## config.mk

```make
export PLATFORM = sky130hd
export DESIGN_NAME = boot_copier
export DESIGN_NICKNAME = d
export VERILOG_FILES = /design/src/rtl/boot_copier.sv
export SDC_FILE = /design/constraint.sdc
export NUM_CORES = 1
export LEC_CHECK = 0
export BUFFER_PORTS_ARGS = -buffer_cell sky130_fd_sc_hd__buf_2
export CORE_ASPECT_RATIO = 0.75
export CORE_MARGIN = 5
export CORE_UTILIZATION = 51
export CTS_CLUSTER_SIZE = 25
export DETAILED_ROUTE_END_ITERATION = 7
export GPL_ROUTABILITY_DRIVEN = 0
export PLACE_DENSITY_LB_ADDON = 0.2
export RECOVER_POWER = 25
export SYNTH_ARGS = -nofsm -noshare
export SYNTH_HDL_FRONTEND = slang
export SYNTH_SLANG_ARGS = --single-unit
export TNS_END_PERCENT = 50
```

## constraint.sdc

```tcl
create_clock -name clk -period 4 [get_ports clk]
set_clock_uncertainty 0.1 [all_clocks]
set_input_delay 0.4 -clock clk [delete_from_list [all_inputs] [get_ports clk]]
set_output_delay 0.4 -clock clk [all_outputs]
set_load 0.005 [all_outputs]
```

## src/rtl/boot_copier.sv

```systemverilog
// Boot copier: streams WORDS 32-bit words out of a registered-read PROM and
// writes each one to a byte-addressed destination over a valid/ready channel.
module boot_copier #(
   parameter int          WORDS     = 512,
   parameter logic [23:0] BASE_ADDR = 24'h000000
) (
   input  logic        clk,
   input  logic        rst,
   input  logic        start,
   output logic        busy,
   output logic        done,
   output logic        prom_en,
   output logic [8:0]  prom_addr,
   input  logic [31:0] prom_data,
   output logic        wr_valid,
   input  logic        wr_ready,
   output logic [23:0] wr_addr,
   output logic [31:0] wr_data
);

   typedef enum logic [2:0] {
      IDLE,
      FETCH,
      LATCH,
      WRITE,
      DONE
   } state_t;

   localparam logic [8:0] LAST_IDX = 9'(WORDS - 1);

   state_t      r_state;
   logic [8:0]  r_idx;
   logic        r_busy;
   logic        r_done;
   logic        r_prom_en;
   logic [8:0]  r_prom_addr;
   logic        r_wr_valid;
   logic [23:0] r_wr_addr;
   logic [31:0] r_wr_data;

   logic [23:0] w_byte_offset;

   assign w_byte_offset = {13'd0, r_idx, 2'b00};

   // Outputs are decoded from the state being entered, so every output is a
   // flop and matches the current state exactly (prom_en only in FETCH,
   // wr_valid only in WRITE, busy everywhere but IDLE).
   always_ff @(posedge clk or posedge rst) begin
      if (rst) begin
         r_state     <= IDLE;
         r_idx       <= 9'd0;
         r_busy      <= 1'b0;
         r_done      <= 1'b0;
         r_prom_en   <= 1'b0;
         r_prom_addr <= 9'd0;
         r_wr_valid  <= 1'b0;
         r_wr_addr   <= 24'd0;
         r_wr_data   <= 32'd0;
      end else begin
         case (r_state)
            IDLE: begin
               if (start) begin
                  r_state     <= FETCH;
                  r_idx       <= 9'd0;
                  r_busy      <= 1'b1;
                  r_prom_en   <= 1'b1;
                  r_prom_addr <= 9'd0;
               end
            end
            FETCH: begin
               r_state   <= LATCH;
               r_prom_en <= 1'b0;
            end
            LATCH: begin
               r_state    <= WRITE;
               r_wr_data  <= prom_data;
               r_wr_addr  <= BASE_ADDR + w_byte_offset;
               r_wr_valid <= 1'b1;
            end
            WRITE: begin
               // Address and data are held untouched until the handshake.
               if (wr_ready) begin
                  r_wr_valid <= 1'b0;
                  if (r_idx == LAST_IDX) begin
                     r_state <= DONE;
                     r_done  <= 1'b1;
                  end else begin
                     r_state     <= FETCH;
                     r_idx       <= r_idx + 9'd1;
                     r_prom_en   <= 1'b1;
                     r_prom_addr <= r_idx + 9'd1;
                  end
               end
            end
            DONE: begin
               r_state <= IDLE;
               r_done  <= 1'b0;
               r_busy  <= 1'b0;
            end
            default: begin
               r_state    <= IDLE;
               r_busy     <= 1'b0;
               r_done     <= 1'b0;
               r_prom_en  <= 1'b0;
               r_wr_valid <= 1'b0;
            end
         endcase
      end
   end

   assign busy      = r_busy;
   assign done      = r_done;
   assign prom_en   = r_prom_en;
   assign prom_addr = r_prom_addr;
   assign wr_valid  = r_wr_valid;
   assign wr_addr   = r_wr_addr;
   assign wr_data   = r_wr_data;

endmodule

```

==> impl_metrics.env, run 1 <==
export IMPL_grt_pass1_wl_um=8004
export IMPL_worstMarginPinSlew_ps=711.1
export IMPL_p_leak_nw=1.540
export IMPL_pin_count=105
export IMPL_place_detailed_hpwl_um=3551
export IMPL_via_per_inst=4.974
export IMPL_worstSetupStartpointType="register"
export IMPL_cts_sinks=57
export IMPL_p_int_w=0.001632
export IMPL_timing_slew_headroom_pct=52.49
export IMPL_max_stage_delay_ps=570
export IMPL_cts_root_buf="clkbuf_8"
export IMPL_switching_power_w=0.0007062
export IMPL_dr_pass1_iters=4
export IMPL_netSwitchingFraction_pct=30.21
export IMPL_drive_above_1_share_pct=47.06
export IMPL_hp_class="input port to register"
export IMPL_rsz0062_at_grt="false"
export IMPL_whs_path_depth=2
export IMPL_hold_violations=0
export IMPL_crit_buf_inv=0
export IMPL_ys_seq_elements=57
export IMPL_drt_wl_total_um=4976
export IMPL_antenna_found_initial=0
export IMPL_diodes=0
export IMPL_nets=322
export IMPL_hold_start="prom_data[28]"
export IMPL_drc_errors=0
export IMPL_ir_worst_vdd_uv=363.7
export IMPL_yosysSeqAreaShare_pct=57.43
export IMPL_cap_violations=0
export IMPL_num_fill_cells=402
export IMPL_grt_pass1_vias=1701
export IMPL_grt_max_degree=42
export IMPL_crit_slowest_cell="o21bai_1"
export IMPL_clock_latency_ps=320
export IMPL_pwr_density_cell_nw_per_um2=754.1
export IMPL_start_util_pct=51.56
export IMPL_crit_type="register to register"
export IMPL_ys_warn_count=0
export IMPL_htreeDepth=3
export IMPL_startpoint="prom_addr[1]"
export IMPL_combPwrFrac_pct=33.0
export IMPL_cts_made_buffers=9
export IMPL_seq_area_um2=1426
export IMPL_fp_dieW_um=90.58
export IMPL_crit_end="prom_addr[8]"
export IMPL_cp_depth=8
export IMPL_wl_per_cell_um=14.26
export IMPL_crit_family="compound AO/OA/AOI/OAI gates"
export IMPL_status="finished, final reports clean"
export IMPL_arrival_ps=2640
export IMPL_rr_startpoint="prom_addr[1]"
export IMPL_multi_input_area_um2=902.1
export IMPL_cts_buffer_depth=2
export IMPL_post_cts_setup_buffers=0
export IMPL_timing_final_ws_setup_ps=1420
export IMPL_fmax_mhz=387.6
export IMPL_tns_ps=0
export IMPL_drt_initial_drc_count=43
export IMPL_reg2reg_depth=8
export IMPL_setup_viol=0
export IMPL_crit_top_cell="ha_1"
export IMPL_crit_fanout=11
export IMPL_vias=1736
export IMPL_final_antenna_net_count=0
export IMPL_power_frac_seq_pct=41.4
export IMPL_final_cells=349
export IMPL_die_h_um=70.44
export IMPL_design_core_area_um2=4817
export IMPL_whs_ps=197.5
export IMPL_grt_ovfl_total=0
export IMPL_area_growth_pct=24.84
export IMPL_gr_usage_all_layers_pct=15.66
export IMPL_path_cells="ha_1 -> and3_1 -> nand3_1 -> nor3_1 -> ha_1 -> and4b_1 -> o21bai_1 -> o21ai_0"
export IMPL_pwr_share_clk_pct=25.5
export IMPL_post_place_ws_ps=1418
export IMPL_cts_tree="done"
export IMPL_syn_inst=192
export IMPL_period_needed_ps=2580
export IMPL_place_inst=332
export IMPL_synth_distinct_cells=31
export IMPL_rows=22
export IMPL_netlist_area_um2=2484
export IMPL_clkTransAtPathRegs_ps=60
export IMPL_drv_slew=0
export IMPL_r2r_end="prom_addr[8]"
export IMPL_worstPathRequired_ps=4060
export IMPL_endpoint_kind="register"
export IMPL_r2r_setup_slack_ps=1420
export IMPL_fin_crit_sh_pct=64.51
export IMPL_synth_area_per_cell_um2=12.94
export IMPL_die_area_um2=6380
export IMPL_numPortBuffers=89
==> metrics by stage <==
step / instance area, µm² / power, W / utilization (%)
3_5_place_dp: 2880 / 0.001779 / 59.79
2_1_floorplan: 2536 / 0.001489 / -
5_1_grt: 3100 / 0.002503 / 64.36
6_report: 3100 / 0.002338 / 64.36
4_1_cts: 3119 / 0.002389 / 64.75
3_3_place_gp: 2880 / 0.001751 / 59.79
==> registers in the layout (all words and copies together), names as in the netlist <==
signal / flops
wr_addr: 9
wr_data: 32
busy: 1
prom_addr: 9
r_state: 3
prom_en: 1
wr_valid: 1
done: 1
==> Yosys cell counts <==
cell type  number  share of area, %
dfrtp_1        57                57
mux2_2         39                18
buf_4          17               5.1
nor2_1         11               1.7
o21ai_0        10               2.0
a21oi_1         8               1.6
nand2_1         7               1.1
and3_1          4               1.0
buf_6           4               1.8
buf_2           3              0.60
inv_1           3              0.45
mux2_1          3               1.4
nand3_1         3              0.60
ha_1            2               1.0
nand3b_1        2              0.60
nand4_1         2              0.50
nor2b_1         2              0.50
nor3_1          2              0.40
a21o_1          1              0.30
a41oi_1         1              0.35
and2_1          1              0.25
and3b_1         1              0.35
and4_1          1              0.35
and4b_1         1              0.40
buf_1           1              0.15
conb_1          1              0.15
mux2i_1         1              0.40
nand2b_1        1              0.25
nor3b_2         1              0.50
nor3b_4         1              0.76
o21bai_1        1              0.30
==> worst min-delay path by stage <==
stage | end | slack (ps)
after floorplan | wr_data[25] | 380
after global placement | wr_data[18] | 310
after detailed placement | wr_data[18] | 310
after CTS | wr_data[25] | 180
after global routing | wr_data[29] | 180
final | wr_data[28] | 200
==> metal layers <==
layer / part of all wire (%) / wire length [µm] / global-route usage, %
met1: 44 / 2201 / 19.65
met2: 44 / 2189 / 23.13
met3: 11 / 555 / 7.535
met4: 0.60 / 30 / 6.446
met5: 0 / 0 / 0
==> layout by cell type (no fill, tap or decap), types with 2 or more instances in the layout <==
cell type   n
nand4_1     2
clkinv_2    2
conb_1     15
nor3_1      2
clkbuf_1   11
nor2b_1     2
nand2_1     7
buf_2      78
mux2_2     39
ha_1        2
mux2_1      3
clkbuf_8   11
and3_1      4
a21oi_1     8
o21ai_0    10
buf_4       2
inv_1       3
bufinv_16   2
dfrtp_1    57
nand3b_1    2
nand3_1     3
nor2_1     11
==> power groups by stage <==
| stage | logic (W) | registers [W] | clock network [W] |
|---|---|---|---|
| floorplan | 0.000519 | 0.000971 | 0 |
| global placement | 0.000785 | 0.000966 | 0 |
| detailed placement | 0.000803 | 0.000976 | 0 |
| CTS | 0.000805 | 0.000969 | 0.000615 |
| global route | 0.000855 | 0.00100 | 0.000645 |
| finish | 0.000772 | 0.000969 | 0.000596 |
==> cell type report <==
type                    instances  share of cell area, %
clock buffers                  11                  4.883
multi-input cells             121                  29.10
clock inverters                 5                  2.502
inverters                       3                 0.3632
well taps                      60                  2.421
flip-flops and latches         57                  46.00
repair buffers                 92                  14.73
==> logic make-up after synthesis <==
logic type / after synthesis / share of synthesized area [%]
flops: 57 / 57.43
fa+ha+maj: 2 / 1.007
mux: 43 / 19.45
simple gates: 40 / 9.219
compound gates: 21 / 4.585
buf+inv: 28 / 8.161
other cells: 1 / 0.1510
==> repair_timing <==
| action | 4_1_cts | 5_1_grt |
|---|---|---|
| resized for setup | 0 | 0 |
| hold endpoints to repair | 19 | 0 |
| setup endpoints to repair | 0 | 0 |
| hold buffers | 1 | 0 |
Power figures use the tool's default switching activity.
==> inputs of run 2 (changes only) <==
--- a/config.mk
+++ b/config.mk
@@ -8,7 +8,7 @@
 export BUFFER_PORTS_ARGS = -buffer_cell sky130_fd_sc_hd__buf_2
 export CORE_ASPECT_RATIO = 0.75
 export CORE_MARGIN = 5
-export CORE_UTILIZATION = 51
+export CORE_UTILIZATION = 47
 export CTS_CLUSTER_SIZE = 25
 export DETAILED_ROUTE_END_ITERATION = 7
 export GPL_ROUTABILITY_DRIVEN = 0
==> constraint.sdc (replaced) <==
create_clock -name clk -period 2.59 [get_ports clk]
set_clock_uncertainty 0.1 [all_clocks]
set_input_delay 0.259 -clock clk [delete_from_list [all_inputs] [get_ports clk]]
set_output_delay 0.259 -clock clk [all_outputs]
set_load 0.005 [all_outputs]
==> run 2 against run 1 <==
  * Sequential share of layout area unchanged
  * Clock power rose by 22%
  * Critical path depth increased by 2
  * Count of clock-buffer cells in the layout grew 1
  * First-iteration DRC count rose by 63%
  * Routed wire length about the same
  * Largest cell class unchanged
  * Power up 48%
  * Setup slack got worse by 1100 ps
  * Hold slack worse by 150 ps
  * Largest power group unchanged
  * Die area up 7.4%
  * Via count barely moved
  * Register-to-register slack got worse by 1100 ps
==> impl_metrics.env, run 2 (synthesis gave the netlist of run 1 again) <==
export IMPL_hp_class="input port to register"
export IMPL_drive_above_1_share_pct=47.40
export IMPL_crit_fanout=11
export IMPL_drt_initial_drc_count=70
export IMPL_antenna_found_initial=0
export IMPL_nets=323
export IMPL_fin_crit_sh_pct=87.96
export IMPL_path_cells="ha_1 -> and3_1 -> nand3_1 -> nor3_1 -> ha_1 -> and4b_1 -> o21bai_1 -> buf_4 -> a21oi_1 -> o21ai_0"
export IMPL_crit_buf_inv=1
export IMPL_worstMarginPinSlew_ps=1107
export IMPL_tns_ps=0
export IMPL_endpoint_kind="register"
export IMPL_fmax_mhz=439.0
export IMPL_rsz0062_at_grt="false"
export IMPL_largest_reg_flops=32
export IMPL_setup_viol=0
export IMPL_post_place_ws_ps=340.0
export IMPL_pwr_density_cell_nw_per_um2=1113
export IMPL_diodes=0
export IMPL_design_core_area_um2=5010
export IMPL_crit_slowest_cell="dfrtp_1"
export IMPL_crit_family="simple AND/OR/NAND/NOR gates"
export IMPL_place_detailed_hpwl_um=3679
export IMPL_cts_sinks=57
export IMPL_ir_worst_vdd_uv=575.6
export IMPL_rows=22
export IMPL_p_leak_nw=1.541
export IMPL_worstSetupStartpointType="register"
export IMPL_final_antenna_net_count=0
export IMPL_start_util_pct=49.58
export IMPL_die_area_um2=6853
export IMPL_fp_dieW_um=93.94
export IMPL_worstPathRequired_ps=2730
export IMPL_clock_latency_ps=320
export IMPL_crit_type="register to register"
export IMPL_vias=1737
export IMPL_via_per_inst=4.812
export IMPL_arrival_ps=2420
export IMPL_dr_pass1_iters=4
export IMPL_drc_errors=0
export IMPL_timing_slew_headroom_pct=26.10
export IMPL_grt_pass1_wl_um=8314
export IMPL_final_cell_mix="79 x buf_2, 57 x dfrtp_1, 39 x mux2_2"
export IMPL_postCtsResizedCells=0
export IMPL_crit_top_cell="ha_1"
export IMPL_wl_per_cell_um=13.79
export IMPL_drv_slew=0
export IMPL_htreeDepth=3
export IMPL_post_cts_setup_buffers=0
export IMPL_drt_wl_total_um=4978
export IMPL_grt_ovfl_total=0
export IMPL_r2r_setup_slack_ps=310
export IMPL_cap_violations=0
export IMPL_gr_usage_all_layers_pct=15.96
export IMPL_grt_max_degree=38
export IMPL_hold_violations=0
export IMPL_numPortBuffers=89
export IMPL_status="finished, final reports clean"
export IMPL_pin_count=105
export IMPL_period_needed_ps=2278
export IMPL_die_h_um=72.96
export IMPL_max_stage_delay_ps=410
export IMPL_cts_tree="done"
export IMPL_timing_final_ws_setup_ps=311.8
export IMPL_cts_buffer_depth=2
export IMPL_clkTransAtPathRegs_ps=60
export IMPL_cts_made_buffers=9
export IMPL_area_growth_pct=24.84
export IMPL_grt_pass1_vias=1733
export IMPL_cts_root_buf="clkbuf_8"
export IMPL_final_common_cell="buf_2"
-- run 2: final timing paths --
path / startpoint / depth (start not counted) / end
max: prom_addr[1] / 10 / prom_addr[7]
min: prom_data[29] / 2 / wr_data[29]
max reg2reg: prom_addr[1] / 10 / prom_addr[7]
min reg2reg: wr_data[28] / 1 / wr_data[28]
max in group asynchronous: rst / 4 / r_state[2]
min in group asynchronous: rst / 3 / wr_data[18]
-- run 2: layer usage --
layer | wire (µm) | vias to the layer above | global-route usage [%]
li1 | - | 820 | -
met1 | 2119 | 834 | 19.82
met2 | 2312 | 77 | 24.78
met3 | 496 | 6 | 7.732
met4 | 51 | 0 | 4.808
met5 | 0 | - | 0
-- run 2: stage by stage --
| stage | total power, W | util [%] | cell area, µm² | hold slack [ps] | instances |
|---|---|---|---|---|---|
| 3_5_place_dp | 0.002779 | 58.44 | 2928 | 284.2 | 345 |
| 5_1_grt | 0.003729 | 61.89 | 3100 | 28.74 | 361 |
| 3_3_place_gp | 0.002746 | 58.44 | 2928 | 277.9 | 345 |
| 6_report | 0.003451 | 61.89 | 3100 | 49.28 | 361 |
| 4_1_cts | 0.003536 | 62.24 | 3118 | 30.55 | 361 |
| 2_1_floorplan | 0.002300 | - | 2536 | 293.7 | 206 |
-- run 2: power breakdown --
group          internal (W)  switching [W]
clock network      0.000414       0.000316
registers           0.00126       0.000236
logic              0.000697       0.000525
total               0.00237        0.00108
-- run 2: final cells by class --
class	count	area, µm²
Sequential cell	57	1426
Clock buffer	12	165.2
Fill cell	439	1909
Multi-Input combinational cell	121	902.1
Tap cell	72	90.09
Timing Repair Buffer	93	490.5
Inverter	3	11.26
Clock inverter	3	15.01
-- run 2: worst reg2reg max path: stages (launching register included) --
cell and delay (ps):
dfrtp_1 410, ha_1 220, and3_1 210, nand3_1 120
nor3_1 170, ha_1 260, and4b_1 210, o21bai_1 120
buf_4 180, a21oi_1 50, o21ai_0 150
-- run 2: repair_timing --
| action | in CTS | in global routing |
|---|---|---|
| hold buffers | 1 | 0 |
| setup endpoints to repair | 0 | 0 |
| endpoints found under the hold margin | 28 | 0 |
